[config.mk]
export PLATFORM = sky130hd
export DESIGN_NAME = ifetch_unit
export DESIGN_NICKNAME = d
export VERILOG_FILES = /design/src/rtl/ifetch_unit.sv
export SDC_FILE = /design/constraint.sdc
export NUM_CORES = 1
export LEC_CHECK = 0
export ABC_AREA = 1
export BUFFER_PORTS_ARGS = -buffer_cell sky130_fd_sc_hd__buf_2
export CAP_MARGIN = 20
export CORE_ASPECT_RATIO = 1.5
export CORE_UTILIZATION = 35
export CTS_CLUSTER_SIZE = 20
export DETAILED_ROUTE_END_ITERATION = 10
export PLACE_DENSITY = 0.62
export SLEW_MARGIN = 0
export SYNTH_ARGS = -nofsm -noshare
export SYNTH_HDL_FRONTEND = slang
export SYNTH_SLANG_ARGS = --single-unit
export TNS_END_PERCENT = 5
[constraint.sdc]
create_clock -name clk -period 3.6 [get_ports clk]
set_input_delay 0.72 -clock clk [delete_from_list [all_inputs] [get_ports clk]]
set_output_delay 0.72 -clock clk [all_outputs]
set_load 0.01 [all_outputs]
[src/rtl/ifetch_unit.sv]
// Instruction fetch unit: single-outstanding fetch FSM feeding a small FIFO of
// {pc, instruction} pairs toward the decoder, with redirect flush handling.
module ifetch_unit #(
    parameter logic [31:0] RESET_PC  = 32'h0000_0000,
    parameter int unsigned BUF_DEPTH = 2
) (
    input  logic        clk,
    input  logic        rst_n,
    output logic        imem_req,
    output logic [31:0] imem_addr,
    input  logic        imem_ack,
    input  logic [31:0] imem_rdata,
    input  logic        redirect_valid,
    input  logic [31:0] redirect_pc,
    output logic        inst_valid,
    output logic [31:0] inst_data,
    output logic [31:0] inst_pc,
    input  logic        inst_ready
);

    localparam int unsigned   PW        = $clog2(BUF_DEPTH);
    localparam logic [PW-1:0] LAST_IDX  = PW'(BUF_DEPTH - 1);
    localparam logic [3:0]    DEPTH_C   = 4'(BUF_DEPTH);
    localparam logic [31:0]   RESET_FPC = {RESET_PC[31:2], 2'b00};

    typedef enum logic [1:0] {IDLE, REQ, DROP} state_t;

    state_t        state, state_next;
    logic [31:0]   fpc, fpc_next;
    logic [31:0]   drop_addr, drop_addr_next;
    logic [3:0]    count, count_next;
    logic [PW-1:0] head, tail;
    logic [31:0]   buf_pc   [BUF_DEPTH];
    logic [31:0]   buf_data [BUF_DEPTH];
    logic          push, pop;

    function automatic logic [PW-1:0] ptr_inc(input logic [PW-1:0] p);
        return (p == LAST_IDX) ? '0 : PW'(p + 1'b1);
    endfunction

    assign push       = (state == REQ) && imem_ack && !redirect_valid;
    assign pop        = inst_valid && inst_ready && !redirect_valid;
    assign inst_valid = (count != '0);
    assign imem_req   = (state != IDLE);
    // DROP keeps presenting the abandoned address while fpc already holds the redirect target
    assign imem_addr  = (state == DROP) ? drop_addr : fpc;
    assign inst_pc    = buf_pc[head];
    assign inst_data  = buf_data[head];

    always_comb begin
        state_next     = state;
        fpc_next       = fpc;
        drop_addr_next = drop_addr;
        count_next     = count + 4'(push) - 4'(pop);
        if (redirect_valid) begin
            count_next = '0;
            fpc_next   = {redirect_pc[31:2], 2'b00};
        end
        case (state)
            IDLE: begin
                if (redirect_valid || (count_next < DEPTH_C)) state_next = REQ;
            end
            REQ: begin
                if (redirect_valid) begin
                    if (!imem_ack) begin
                        state_next     = DROP;
                        drop_addr_next = fpc;
                    end
                end else if (imem_ack) begin
                    fpc_next   = fpc + 32'd4;
                    state_next = (count_next < DEPTH_C) ? REQ : IDLE;
                end
            end
            DROP: begin
                if (imem_ack) state_next = REQ;
            end
            default: state_next = IDLE;
        endcase
    end

    always_ff @(posedge clk or negedge rst_n) begin
        if (!rst_n) begin
            state     <= IDLE;
            fpc       <= RESET_FPC;
            drop_addr <= RESET_FPC;
            count     <= '0;
        end else begin
            state     <= state_next;
            fpc       <= fpc_next;
            drop_addr <= drop_addr_next;
            count     <= count_next;
        end
    end

    always_ff @(posedge clk or negedge rst_n) begin
        if (!rst_n) begin
            head <= '0;
            tail <= '0;
            for (int unsigned i = 0; i < BUF_DEPTH; i++) begin
                buf_pc[i]   <= '0;
                buf_data[i] <= '0;
            end
        end else if (redirect_valid) begin
            head <= '0;
            tail <= '0;
        end else begin
            if (push) begin
                buf_pc[tail]   <= fpc;
                buf_data[tail] <= imem_rdata;
                tail           <= ptr_inc(tail);
            end
            if (pop) head <= ptr_inc(head);
        end
    end

endmodule

# Yosys cells after proc, flatten, opt, wreduce, memory -nomap -nowiden

Cells that the tools add are included.

Register bits: 200
Input port bits: 69
Output and inout bits: 98
Logic and storage cells: 73

Add/subtract/negate cells: 5
$lt $le $gt $ge: 4
Equal/unequal tests: 6
Muxes and demuxes: 29
Bitwise logic cells: 4
Reductions and logical operators: 15

Operators with widths:

| operator                                                                     | number |
|---|---|
| 32-bit 2-to-1 mux                                                            | 12 |
| 64-bit bitwise mux                                                           | 2 |
| 32-bit by 3-bit adder with 32-bit output, second input constant              | 1 |
| 32-bit demux with 1-bit select                                               | 1 |
| 2-bit 2-to-1 mux                                                             | 5 |
| 1-bit 2-to-1 mux                                                             | 7 |
| 3-bit inequality test, second input constant                                 | 2 |
| 2-bit case mux with 3 select lines                                           | 1 |
| 2-bit nonzero test                                                           | 3 |
| 1-bit logical AND                                                            | 5 |
| 4-bit by 1-bit adder with 4-bit output                                       | 1 |
| 2-bit >= comparator, second input constant                                   | 2 |
| 4-bit by 2-bit less-than comparator with 1-bit output, second input constant | 1 |
| 4-bit 2-to-1 mux                                                             | 1 |
| 2-bit inequality test, second input constant                                 | 2 |
| 1-bit inverter with 2-bit output                                             | 2 |
| 4-bit AND reduction                                                          | 1 |
| 4-bit nonzero test                                                           | 1 |
| 4-bit by 1-bit subtractor with 4-bit output                                  | 1 |
| 3-bit AND reduction                                                          | 1 |
| 1-bit adder, second input constant                                           | 2 |
| 2-bit by 1-bit == test with 1-bit output, second input constant              | 1 |
| 2-bit == test, second input constant                                         | 1 |
| 2-bit zero test                                                              | 1 |
| 5 further kinds                                                              | 6 |

# Depth between registers and ports, before layout

Gate-level depths: netlist of the first run.

Depth after elaboration: 11
Gate-level depth with buffers: 18
Gate-level depth less buffers: 17

# Least setup slack after synthesis of the first run

Ideal clock, no wire load.

Path type: input-to-reg
Start: input redirect_valid
End: register state[0]
Library setup time: 0.117 ns
Arrival: 2.821 ns
Data required time: 3.483 ns
Setup slack: 0.662 ns
Stages on the path: 18
Buffers on the path: 2
Cell sequence: buf_6 inv_4 nand2_4 nor2_8 inv_1 buf_2 ha_1 inv_1 ha_1 fa_1 xnor2_1 nor2_1 nor2_1 nand2_1 nand2_1 nand2_1 nand2_1 nand2_1

Longest elaborated chain between the ends: 10
Elaborated cells between the ends (all ways): 16
Those cells by class: add/sub: 2; order compare: 1; eq/ne: 3; mux: 5; reduce/logical: 5

Ends and longest elaborated chain:

| what                                                    | line   | text |
|---|---|---|
| from (decl)                                             | 13     | `input logic redirect_valid,` |
| 1-bit zero test                                         | 41, 42 |  |
| 1-bit logical AND                                       | 41     | `assign push = (state == REQ) && imem_ack && !redirect_valid;` |
| 4-bit by 1-bit adder with 4-bit output                  | 54     | `count_next = count + 4'(push) - 4'(pop);` |
| 4-bit by 1-bit subtractor with 4-bit output             | 54     |  |
| 4-bit 2-to-1 mux *                                      | 55     | `if (redirect_valid) begin` |
| named net count_next[2]                                 | 31     | `logic [3:0] count, count_next;` |
| 4-bit by 2-bit less-than comparator with 1-bit output * | 61, 71 |  |
| 1-bit 2-to-1 mux                                        | 71     | `state_next = (count_next < DEPTH_C) ? REQ : IDLE;` |
| 2-bit 2-to-1 mux                                        | 69     | `end else if (imem_ack) begin` |
| 2-bit 2-to-1 mux                                        | 64     | `if (redirect_valid) begin` |
| 2-bit case mux with 3 select lines                      | 59     | `case (state)` |
| to (signal assigned)                                    | 88     | `state <= state_next;` |
| to (decl)                                               | 28     | `state_t state, state_next;` |

The timed path passes the listed nets; every way through them passes the cells marked *. The select of a mux whose other input is x is not followed.
A chain may end at the register's enable or synchronous reset.

# Final worst setup path of the first run

Start: register state[1]
End: output imem_addr[5]

Longest elaborated chain between the ends: 2

Ends and longest elaborated chain:

| what              | line | text |
|---|---|---|
| 2-bit == test     | 46   | `assign imem_addr = (state == DROP) ? drop_addr : fpc;` |
| 32-bit 2-to-1 mux | 46   |  |
| to (decl)         | 10   | `output logic [31:0] imem_addr,` |

Every way passes these cells.

==> Flow_metrics.wiki, run 1 <==
{| class="wikitable"
! Metric !! Value
|-
| Outcome || finished, final reports clean
|-
| Overall die area || 28400 µm²
|-
| Post-DR wirelength/cell || 15.1 µm
|-
| Drt total wl || 26.4 mm
|-
| Placeable core area || 27200 µm²
|-
| CTS tree || yes
|-
| Number of buffer cells added on primary ports || 164
|-
| Number of rows in the core area || 74
|-
| Vertical die dimension || 206 µm
|-
| P&R area growth vs syn || 17.6%
|-
| Seq/Total Area, Yosys || 0.517
|-
| Remaining antenna violation count after routing || 0
|-
| Combinational family with the most area after synthesis || simple AND/OR/NAND/NOR gates
|-
| Setup fix buffers added after clock tree synthesis || 0
|-
| Internal power contribution || 0.00542 W
|-
| Worst endpoint required time || 2880 ps
|-
| Sw Share || 0.388
|-
| CP Max Fanout || 28
|-
| Router iterations before antenna repair || 7
|-
| Clock-pin transition on the worst setup and hold timing paths || 70 ps
|-
| Number of buffers inserted during clock tree synthesis || 17
|-
| XOR/XNOR share of the synthesized area || 0.00723
|-
| Number of max-capacitance violations reported || 0
|-
| Die outline width || 138 µm
|-
| Leakage Power || 5.97 nW
|-
| Count of nets after finishing || 1471
|-
| Final sum of negative setup slack || 0 ps
|-
| Total gr overflow || 0
|-
| Simple-gate portion of the synthesized area || 0.254
|-
| Unrepaired setup endpoints after global routing || no
|-
| Post-synthesis cell count || 1258
|-
| Startpoint of the lowest-slack register-to-register path || count[2]
|-
| Starting density of the core || 0.356
|-
| Hold violation count in the final report || 0
|-
| Overall via count from detail_route || 8377
|-
| Fin worst setup slack || 735 ps
|-
| Clock buffer depth || 2
|-
| Number of warnings printed during yosys synthesis || 0
|-
| Critical path class || register to output pin
|-
| Max-slew violation count || 0
|-
| Crit path DAT || 2150 ps
|-
| R2r setup slk || 1110 ps
|-
| Commonest non-fill, non-tap cell in the layout || sky130_fd_sc_hd__nand2_1
|-
| Net Sw Power || 0.00344 W
|-
| Fillcell total || 2851
|-
| DRT iter0 DRCs || 494
|-
| Skew-Pair Late Insertion Delay || 440 ps
|-
| I/O Pins || 167
|-
| Number of antenna violations at the first check in global routing || 0
|-
| Count of state elements after synthesis || 200
|-
| Category of the worst setup path capture point || output pin
|-
| Average size of a mapped cell || 7.70 µm²
|-
| Worst hold slack across all endpoints || 287 ps
|-
| Portion of total power attributed to the clock network || 0.216
|-
| VDD IR-drop max || 443 µV
|-
| # diodes || 0
|-
| Layout cells sized above 1 || 0.171
|-
| Leading cell types in the layout, fill and taps excluded || sky130_fd_sc_hd__nand2_1, sky130_fd_sc_hd__dfrtp_1, sky130_fd_sc_hd__buf_2, sky130_fd_sc_hd__o21ai_1, sky130_fd_sc_hd__inv_1
|-
| Post-route clock skew || 9.34 ps
|-
| Final cycle utilization of the critical path || 0.796
|-
| Peak Freq || 0.349 GHz
|-
| End of the worst register-to-register path || state[0]
|-
| Root buf cell || sky130_fd_sc_hd__clkbuf_16
|-
| Combinational share of power || 0.374
|-
| Worst Setup Start Kind || register
|-
| Final worst path period need || 2870 ps
|-
| Placed wire-length estimate || 18.7 mm
|-
| Vias in the first global route || 7757
|-
| Total placed cells including tap cells || 1718
|-
| Drt drc || 0
|-
| Worst R2R Path Depth || 17
|-
| Headroom to the max-slew limit || 0.551
|-
| Cell Area, Synth || 9690 µm²
|-
| Share of synthesized area spent on multiplexers || 0
|-
| Global-route wire length before repair || 41.3 mm
|-
| Pin count of the biggest net entering global routing || 129
|-
| Non-filler cells in the finished layout || 1750
|-
| Startpoint of the worst setup timing path || state[1]
|-
| Part of the power in registers || 0.410
|-
| Final count of negative-setup-slack endpoints || 0
|-
| Hold-fix buffer count after cts || 0
|-
| Total of cells resized after clock tree synthesis || 0
|-
| Synthesized-area fraction occupied by adder cells || 0.00982
|-
| Total nets after synthesis || 1334
|-
| Pre-CTS setup slack || 715 ps
|-
| Cell variety after synth || 35
|-
| Sink count of the clock tree || 200
|-
| Power Density || 778 nW/µm²
|-
| Fraction of the mapped netlist area in compound gates || 0.137
|-
| Class of the most critical hold timing path || input pin to async pin
|-
| Via-to-Cell Ratio || 4.79
|-
| Total routing resource utilization after global routing || 0.192
|-
| H-tree levels || 4
|-
| Slew at the pin closest to its max-slew limit || 674 ps
|-
| Routability congestion estimate || 0.890
|-
| Worst setup endpoint || imem_addr[5]
|}
synth_stat cells:
| cell type | number | area share |
|---|---|---|
| sky130_fd_sc_hd__a21oi_1 | 42 | 0.022 |
| sky130_fd_sc_hd__nor3_1 | 12 | 0.0062 |
| sky130_fd_sc_hd__nor3_4 | 1 | 0.0017 |
| sky130_fd_sc_hd__nand4_1 | 7 | 0.0045 |
| sky130_fd_sc_hd__buf_6 | 3 | 0.0035 |
| sky130_fd_sc_hd__clkbuf_1 | 17 | 0.0066 |
| sky130_fd_sc_hd__buf_2 | 26 | 0.013 |
| sky130_fd_sc_hd__o22ai_1 | 10 | 0.0065 |
| sky130_fd_sc_hd__xnor2_1 | 1 | 0.00090 |
| sky130_fd_sc_hd__fa_1 | 1 | 0.0021 |
| sky130_fd_sc_hd__inv_4 | 1 | 0.00065 |
| sky130_fd_sc_hd__nand2_4 | 1 | 0.0012 |
| sky130_fd_sc_hd__o21ai_1 | 120 | 0.062 |
| sky130_fd_sc_hd__o21ai_0 | 63 | 0.033 |
| sky130_fd_sc_hd__a211oi_1 | 1 | 0.00078 |
| sky130_fd_sc_hd__a31oi_1 | 3 | 0.0019 |
| sky130_fd_sc_hd__nand3_1 | 26 | 0.013 |
| sky130_fd_sc_hd__dfrtp_1 | 200 | 0.52 |
| sky130_fd_sc_hd__xor2_1 | 7 | 0.0063 |
| sky130_fd_sc_hd__nor2_2 | 4 | 0.0026 |
| sky130_fd_sc_hd__o21bai_1 | 6 | 0.0046 |
| sky130_fd_sc_hd__nor2_8 | 1 | 0.0021 |
| sky130_fd_sc_hd__ha_1 | 6 | 0.0077 |
| sky130_fd_sc_hd__nor2_1 | 92 | 0.036 |
| sky130_fd_sc_hd__nand2_1 | 466 | 0.18 |
| sky130_fd_sc_hd__o221ai_1 | 1 | 0.00090 |
| sky130_fd_sc_hd__buf_4 | 9 | 0.0070 |
| sky130_fd_sc_hd__a22oi_1 | 6 | 0.0046 |
| sky130_fd_sc_hd__or2_2 | 5 | 0.0032 |
| sky130_fd_sc_hd__buf_1 | 10 | 0.0039 |
| sky130_fd_sc_hd__clkinv_1 | 1 | 0.00039 |
| sky130_fd_sc_hd__o211ai_1 | 2 | 0.0015 |
| sky130_fd_sc_hd__nand2_2 | 5 | 0.0032 |
| sky130_fd_sc_hd__inv_2 | 6 | 0.0023 |
| sky130_fd_sc_hd__inv_1 | 96 | 0.037 |
critical path, stage by stage, from the launching register on:
cell                      delay (ps)
sky130_fd_sc_hd__dfrtp_1         380
sky130_fd_sc_hd__inv_1            80
sky130_fd_sc_hd__or2_2           370
sky130_fd_sc_hd__buf_4           370
sky130_fd_sc_hd__nor2_1           70
sky130_fd_sc_hd__a21oi_1         250
sky130_fd_sc_hd__buf_2           190
metal layers:
layer	vias up	global-route usage	wire, µm
met4	0	0.0757	757
met2	212	0.326	13100
met5	-	0	0
met1	3858	0.241	11500
met3	39	0.0301	1080
li1	4268	-	-
metrics by stage:
stage	util	instance area, µm²	total power (W)
after CTS	0.419	11400	0.00899
final	0.419	11400	0.00887
after global routing	0.419	11400	0.00965
after detailed placement	0.397	10800	0.00705
after floorplan	-	9690	0.00576
after global placement	0.397	10800	0.00696
worst min-delay path by stage:
stage | startpoint | to | slack (ps) | cells after the start
after floorplan | rst_n | buf_data[0] | 420 | 0
after global placement | buf_pc[44] | buf_pc[44] | 460 | 2
after detailed placement | buf_pc[39] | buf_pc[39] | 470 | 2
after CTS | rst_n | drop_addr[4] | 330 | 1
after global routing | rst_n | drop_addr[4] | 340 | 1
final | rst_n | drop_addr[4] | 290 | 1
registers in the layout (all words and copies together), names as in the netlist:
register	count
buf_data	64
buf_pc	64
count	4
drop_addr	32
fpc	32
head	1
state	2
tail	1
cells by family after synthesis:
kind of cell	count (synthesis)
compound gates	254
simple gates	620
fa+ha+maj	7
flops	200
buf+inv	169
xor+xnor	8
final cells by class:
| type | count | area (µm²) | share of cell area |
|---|---|---|---|
| well taps | 342 | 428 | 0.0376 |
| inverters | 104 | 393 | 0.0345 |
| repair buffers | 183 | 1010 | 0.0886 |
| clock buffers | 21 | 460 | 0.0404 |
| clock inverters | 11 | 123 | 0.0108 |
| multi-input cells | 889 | 3970 | 0.349 |
| flip-flops and latches | 200 | 5010 | 0.439 |
power by group through the flow:
stage,Clock (W),Combinational (W),Sequential [W]
detailed placement,0,0.00337,0.00367
finish,0.00192,0.00331,0.00364
global route,0.00206,0.00383,0.00376
global placement,0,0.00332,0.00364
floorplan,0,0.00223,0.00353
CTS,0.00198,0.00338,0.00364
Power figures use the tool's default switching activity.
==> run 2, diff against run 1 <==
Settings changed: PLACE_DENSITY 0.62 to 0.64.
Clock period 3.6 ns to 2.6 ns, I/O delays scaled along.
==> Flow_metrics.wiki, run 2 (synthesis gave the netlist of run 1 again) <==
{| class="wikitable"
! Metric !! Value
|-
| Outcome || finished, final reports clean
|-
| VDD IR-drop max || 549 µV (+24%)
|-
| Root buf cell || sky130_fd_sc_hd__clkbuf_16
|-
| Worst Setup Start Kind || register
|-
| Max-slew violation count || 0 (unchanged)
|-
| Fillcell total || 2822 (-1.0%)
|-
| Total routing resource utilization after global routing || 0.193 (+0.000777)
|-
| Logic depth of the worst path, buffers included || 5 (-1)
|-
| Worst endpoint required time || 2080 ps (-800 ps)
|-
| Clock buffer depth || 2 (unchanged)
|-
| H-tree levels || 4 (unchanged)
|-
| Category of the worst setup path capture point || output pin
|-
| Hold violation count in the final report || 0 (unchanged)
|-
| Peak Freq || 0.408 GHz
|-
| Final worst path period need || 2450 ps
|-
| Slew at the pin closest to its max-slew limit || 527 ps (-147 ps)
|-
| Leakage Power || 6.05 nW (+1.3%)
|-
| Vertical die dimension || 206 µm (unchanged)
|-
| Via-to-Cell Ratio || 4.83 (+0.85%)
|-
| Worst R2R Path Depth || 16 (-1)
|-
| Sink count of the clock tree || 200 (unchanged)
|-
| Placed wire-length estimate || 19.0 mm (+1.7%)
|-
| Routability congestion estimate || 0.906 (+1.8%)
|-
| Skew-Pair Late Insertion Delay || 440 ps (about the same)
|-
| Crit path DAT || 1930 ps (-220 ps)
|-
| Router iterations before antenna repair || 5 (-2)
|-
| Class of the most critical hold timing path || input pin to async pin
|-
| Worst setup endpoint || imem_addr[6]
|-
| Cell class contributing the biggest share of worst-path delay || buffers and inverters
|-
| Count of buffer and inverter cells on the critical path || 3 (unchanged)
|-
| Pin count of the biggest net entering global routing || 91 (-29%)
|-
| Clock-pin transition on the worst setup and hold timing paths || 80 ps (about the same)
|-
| Cell Area, Placed || 11000 µm² (+1.4%)
|-
| CTS tree || yes
|-
| Final count of negative-setup-slack endpoints || 0 (unchanged)
|-
| Commonest non-fill, non-tap cell in the layout || sky130_fd_sc_hd__nand2_1
|-
| Die outline width || 138 µm (unchanged)
|-
| Total gr overflow || 0 (unchanged)
|-
| Critical path class || register to output pin
|-
| Leading cell types in the layout, fill and taps excluded || sky130_fd_sc_hd__nand2_1, sky130_fd_sc_hd__dfrtp_1, sky130_fd_sc_hd__buf_2, sky130_fd_sc_hd__o21ai_1, sky130_fd_sc_hd__inv_1
|-
| I/O Pins || 167 (unchanged)
|-
| Count of nets after finishing || 1476 (+0.34%)
|-
| Placeable core area || 27200 µm² (unchanged)
|-
| Post-DR wirelength/cell || 15.2 µm (+0.46%)
|-
| DRT iter0 DRCs || 603 (+22%)
|-
| Worst hold slack across all endpoints || 44.1 ps (-243 ps)
|-
| Layout cells sized above 1 || 0.180 (+0.00930)
|-
| Highest cell delay on the worst timing path || 430 ps (+50 ps)
|-
| Unrepaired setup endpoints after global routing || no
|-
| Power Density || 1080 nW/µm² (+39%)
|-
| R2r setup slk || 250 ps (-860 ps)
|-
| Fin area || 11600 µm² (+1.6%)
|-
| Number of antenna violations at the first check in global routing || 0 (unchanged)
|-
| Startpoint of the lowest-slack register-to-register path || count[2]
|-
| Starting density of the core || 0.356 (unchanged)
|-
| Vias in the first global route || 7917 (+2.1%)
|-
| Overall via count from detail_route || 8472 (+1.1%)
|-
| Overall die area || 28400 µm² (unchanged)
|-
| Number of buffer cells added on primary ports || 164 (unchanged)
|-
| P&R area growth vs syn || 19.4%
|-
| # diodes || 0 (unchanged)
|-
| Headroom to the max-slew limit || 0.649 (+0.0978)
|-
| Largest registers || buf_data: 64 flops, buf_pc: 64 flops
|-
| Cell breakdown of the critical path || or2_4, buf_12, buf_4, a21oi_1, buf_2
|-
| Startpoint of the worst setup timing path || state[0]
|-
| CP Max Fanout || 45 (+61%)
|-
| Global-route wire length before repair || 41.5 mm (+0.57%)
|-
| CP max stage cell || sky130_fd_sc_hd__dfrtp_1
|-
| Setup fix buffers added after clock tree synthesis || 0 (unchanged)
|-
| Post-route clock skew || 12.8 ps (+3.44 ps)
|-
| Number of buffers inserted during clock tree synthesis || 17 (unchanged)
|-
| Number of max-capacitance violations reported || 0 (unchanged)
|-
| Drt total wl || 26.6 mm (+0.75%)
|-
| Remaining antenna violation count after routing || 0 (unchanged)
|-
| Number of rows in the core area || 74 (unchanged)
|-
| End of the worst register-to-register path || state[0]
|-
| Final cycle utilization of the critical path || 0.943
|-
| Drt drc || 0 (unchanged)
|}
run 2: worst min path at each step:
stage,startpoint,endpoint,cells past startpoint
6_report,rst_n,drop_addr[1],1
5_1_grt,rst_n,drop_addr[1],1
4_1_cts,rst_n,drop_addr[1],1
3_5_place_dp,drop_addr[25],drop_addr[25],2
3_3_place_gp,drop_addr[4],drop_addr[4],2
2_1_floorplan,rst_n,buf_data[0],0
run 2: through the flow:
stage                util  setup WS, ps  std cells  total power, W  setup TNS (ps)
finish              0.425           148       1755          0.0125               0
global route        0.425          20.4       1755          0.0135               0
CTS                 0.425         -8.91       1755          0.0126           -17.5
detailed placement  0.402          7.76       1723         0.00984               0
global placement    0.402          12.3       1723         0.00971               0
floorplan               -         -4.36       1258         0.00799           -4.36
run 2: power breakdown:
group | switching (W) | internal [W]
clock network | 0.00130 | 0.00146
registers | 0.000687 | 0.00432
logic | 0.00294 | 0.00178
run 2: cell type report:
| class | instances | area, µm² | share of cell area |
|---|---|---|---|
| clock buffer | 17 | 425 | 0.0368 |
| inverter | 104 | 400 | 0.0346 |
| clock inverter | 15 | 180 | 0.0156 |
| timing repair buffer | 188 | 1120 | 0.0970 |
| sequential | 200 | 5010 | 0.433 |
| multi-input combinational | 889 | 4010 | 0.347 |
| tap | 342 | 428 | 0.0370 |
run 2: metal layers:
metal	vias to the layer above	share of wire	GRT usage
met4	0	0.029	0.0823
met5	-	0	0
met1	3923	0.43	0.239
met2	234	0.51	0.331
li1	4278	-	-
met3	37	0.040	0.0261
run 2: timing repair:
item                                    in CTS  in global routing
endpoints found under the setup margin       3                  9
hold buffers                                 0                  0
gates resized for setup                      1                  3
==> run 3, diff against run 2 <==
Settings changed: HOLD_SLACK_MARGIN from default to 0.08.
==> Flow_metrics.wiki, run 3 (synthesis gave the netlist of run 1 again) <==
{| class="wikitable"
! Metric !! Value
|-
| Outcome || finished, final reports clean
|-
| Fin area || 11600 µm² (about the same)
|-
| Cell Area, Placed || 11000 µm² (unchanged)
|-
| Skew-Pair Late Insertion Delay || 440 ps (about the same)
|-
| VDD IR-drop max || 548 µV (about the same)
|-
| Number of antenna violations at the first check in global routing || 0 (unchanged)
|-
| Sink count of the clock tree || 200 (unchanged)
|-
| Part of the power in registers || 0.401 (about the same)
|-
| H-tree levels || 4 (unchanged)
|-
| Placeable core area || 27200 µm² (unchanged)
|-
| Number of buffer cells added on primary ports || 164 (unchanged)
|-
| Vias in the first global route || 7917 (unchanged)
|-
| P&R area growth vs syn || 19.6% (about the same)
|-
| Category of the worst setup path capture point || output pin
|-
| Root buf cell || sky130_fd_sc_hd__clkbuf_16
|-
| Pin count of the biggest net entering global routing || 91 (unchanged)
|-
| End of the worst register-to-register path || state[0]
|-
| Critical path class || register to output pin
|-
| Global-route wire length before repair || 41.5 mm (unchanged)
|-
| I/O Pins || 167 (unchanged)
|-
| Routability congestion estimate || 0.906 (unchanged)
|-
| # diodes || 0 (unchanged)
|-
| Headroom to the max-slew limit || 0.645 (-0.00400)
|-
| Clock-pin transition on the worst setup and hold timing paths || 80 ps (about the same)
|-
| Peak Freq || 0.407 GHz (-0.17%)
|-
| Met2 routing resource usage after global routing || 0.331 (unchanged)
|-
| Total gr overflow || 0 (unchanged)
|-
| Worst endpoint required time || 2080 ps (about the same)
|-
| R2r setup slk || 250 ps (about the same)
|-
| Met3 Resource Use GR || 0.0261 (unchanged)
|-
| Clock buffer depth || 2 (unchanged)
|-
| Max-slew violation count || 0 (unchanged)
|-
| Vertical die dimension || 206 µm (unchanged)
|-
| Leakage Power || 6.05 nW (about the same)
|-
| Net Sw Power || 0.00492 W (about the same)
|-
| Portion of total power attributed to the clock network || 0.221 (about the same)
|-
| Startpoint of the worst setup timing path || state[0]
|-
| Layer carrying the most global-route usage || met2
|-
| Fillcell total || 2821 (-0.035%)
|-
| Slew at the pin closest to its max-slew limit || 533 ps (+6.00 ps)
|-
| Largest registers || buf_data: 64 flops, buf_pc: 64 flops
|-
| Unrepaired setup endpoints after global routing || no
|-
| Post-DR wirelength/cell || 15.2 µm (about the same)
|-
| Internal power contribution || 0.00757 W (about the same)
|-
| Startpoint of the lowest-slack register-to-register path || count[2]
|-
| Final cycle utilization of the critical path || 0.945 (+0.00159)
|-
| Met1 Track Usage GR || 0.239 (unchanged)
|-
| CTS tree || yes
|-
| Remaining antenna violation count after routing || 0 (unchanged)
|-
| Fraction of the core area covered by cells at the end of the flow || 0.425 (about the same)
|-
| Crit path DAT || 1940 ps (about the same)
|-
| Overall die area || 28400 µm² (unchanged)
|-
| Sw Share || 0.394 (about the same)
|-
| Total placed cells including tap cells || 1723 (unchanged)
|-
| Worst hold slack across all endpoints || 327 ps (+283 ps)
|-
| Commonest non-fill, non-tap cell in the layout || sky130_fd_sc_hd__nand2_1
|-
| Drt total wl || 26.6 mm (+0.11%)
|-
| Non-filler cells in the finished layout || 1756 (+0.057%)
|-
| Leading cell types in the layout, fill and taps excluded || sky130_fd_sc_hd__nand2_1, sky130_fd_sc_hd__dfrtp_1, sky130_fd_sc_hd__buf_2, sky130_fd_sc_hd__o21ai_1, sky130_fd_sc_hd__inv_1
|-
| Die outline width || 138 µm (unchanged)
|-
| Class of the most critical hold timing path || input pin to register
|-
| Final count of negative-setup-slack endpoints || 0 (unchanged)
|-
| Power Density || 1080 nW/µm² (about the same)
|-
| Worst setup endpoint || imem_addr[5]
|-
| CP Max Fanout || 45 (unchanged)
|-
| Worst R2R Path Depth || 16 (unchanged)
|-
| Starting density of the core || 0.356 (unchanged)
|-
| Drt drc || 0 (unchanged)
|-
| Placed wire-length estimate || 19.0 mm (unchanged)
|-
| Final worst path period need || 2460 ps (+4.14 ps)
|-
| Combinational share of power || 0.378 (about the same)
|-
| Hold violation count in the final report || 0 (unchanged)
|-
| Count of nets after finishing || 1477 (+0.068%)
|-
| Via-to-Cell Ratio || 4.85 (+0.44%)
|-
| Number of max-capacitance violations reported || 0 (unchanged)
|-
| Total routing resource utilization after global routing || 0.193 (unchanged)
|-
| Post-route clock skew || 12.8 ps (+0.0253 ps)
|-
| Overall via count from detail_route || 8514 (+0.50%)
|-
| Setup fix buffers added after clock tree synthesis || 0 (unchanged)
|-
| Number of buffers inserted during clock tree synthesis || 17 (unchanged)
|-
| Router iterations before antenna repair || 5 (unchanged)
|-
| Layout cells sized above 1 || 0.180 (about the same)
|-
| DRT iter0 DRCs || 625 (+3.6%)
|-
| Worst Setup Start Kind || register
|-
| Number of rows in the core area || 74 (unchanged)
|}
## run 3: final cells by class
class	count	area (µm²)	share of cell area
repair buffers	189	1130	0.0978
multi-input cells	889	4010	0.346
clock inverters	15	180	0.0156
clock buffers	17	425	0.0367
flip-flops and latches	200	5010	0.432
inverters	104	400	0.0346
well taps	342	428	0.0369
## run 3: timing repair
action	4_1_cts	5_1_grt
hold buffers	1	0
resized for setup	1	3
endpoints found under the hold margin	46	0
endpoints found under the setup margin	3	9
gates cloned	0	0
## run 3: worst min path at each step
stage / from / end / slack [ps] / cells past startpoint
finish: imem_rdata[3] / buf_data[35] / 330 / 3
global route: imem_rdata[15] / buf_data[47] / 330 / 3
CTS: imem_rdata[3] / buf_data[35] / 310 / 3
detailed placement: drop_addr[25] / drop_addr[25] / 470 / 2
global placement: drop_addr[4] / drop_addr[4] / 470 / 2
floorplan: rst_n / buf_data[0] / 220 / 0
## run 3: critical path, stage by stage (launching register included)
cell	delay, ps
sky130_fd_sc_hd__dfrtp_1	430
sky130_fd_sc_hd__or2_4	330
sky130_fd_sc_hd__buf_12	200
sky130_fd_sc_hd__buf_4	190
sky130_fd_sc_hd__a21oi_1	170
sky130_fd_sc_hd__buf_2	160
## run 3: metrics by stage
| stage | setup TNS [ps] | total power [W] | setup slack (ps) |
|---|---|---|---|
| detailed placement | 0 | 0.00984 | 7.76 |
| finish | 0 | 0.0125 | 144 |
| global route | 0 | 0.0135 | 20.4 |
| global placement | 0 | 0.00971 | 12.3 |
| CTS | -17.5 | 0.0126 | -8.91 |
| floorplan | -4.36 | 0.00799 | -4.36 |
## run 3: power groups by stage
stage	logic [W]	registers, W	clock network (W)
floorplan	0.00310	0.00489	0
global placement	0.00470	0.00501	0
detailed placement	0.00478	0.00506	0
CTS	0.00480	0.00501	0.00284
global route	0.00542	0.00517	0.00295
finish	0.00473	0.00501	0.00276
## run 3: per-layer routing
layer,routed length [µm],share of wire
met2,13500,0.51
met3,1040,0.039
met4,727,0.027
met1,11400,0.43
met5,0,0
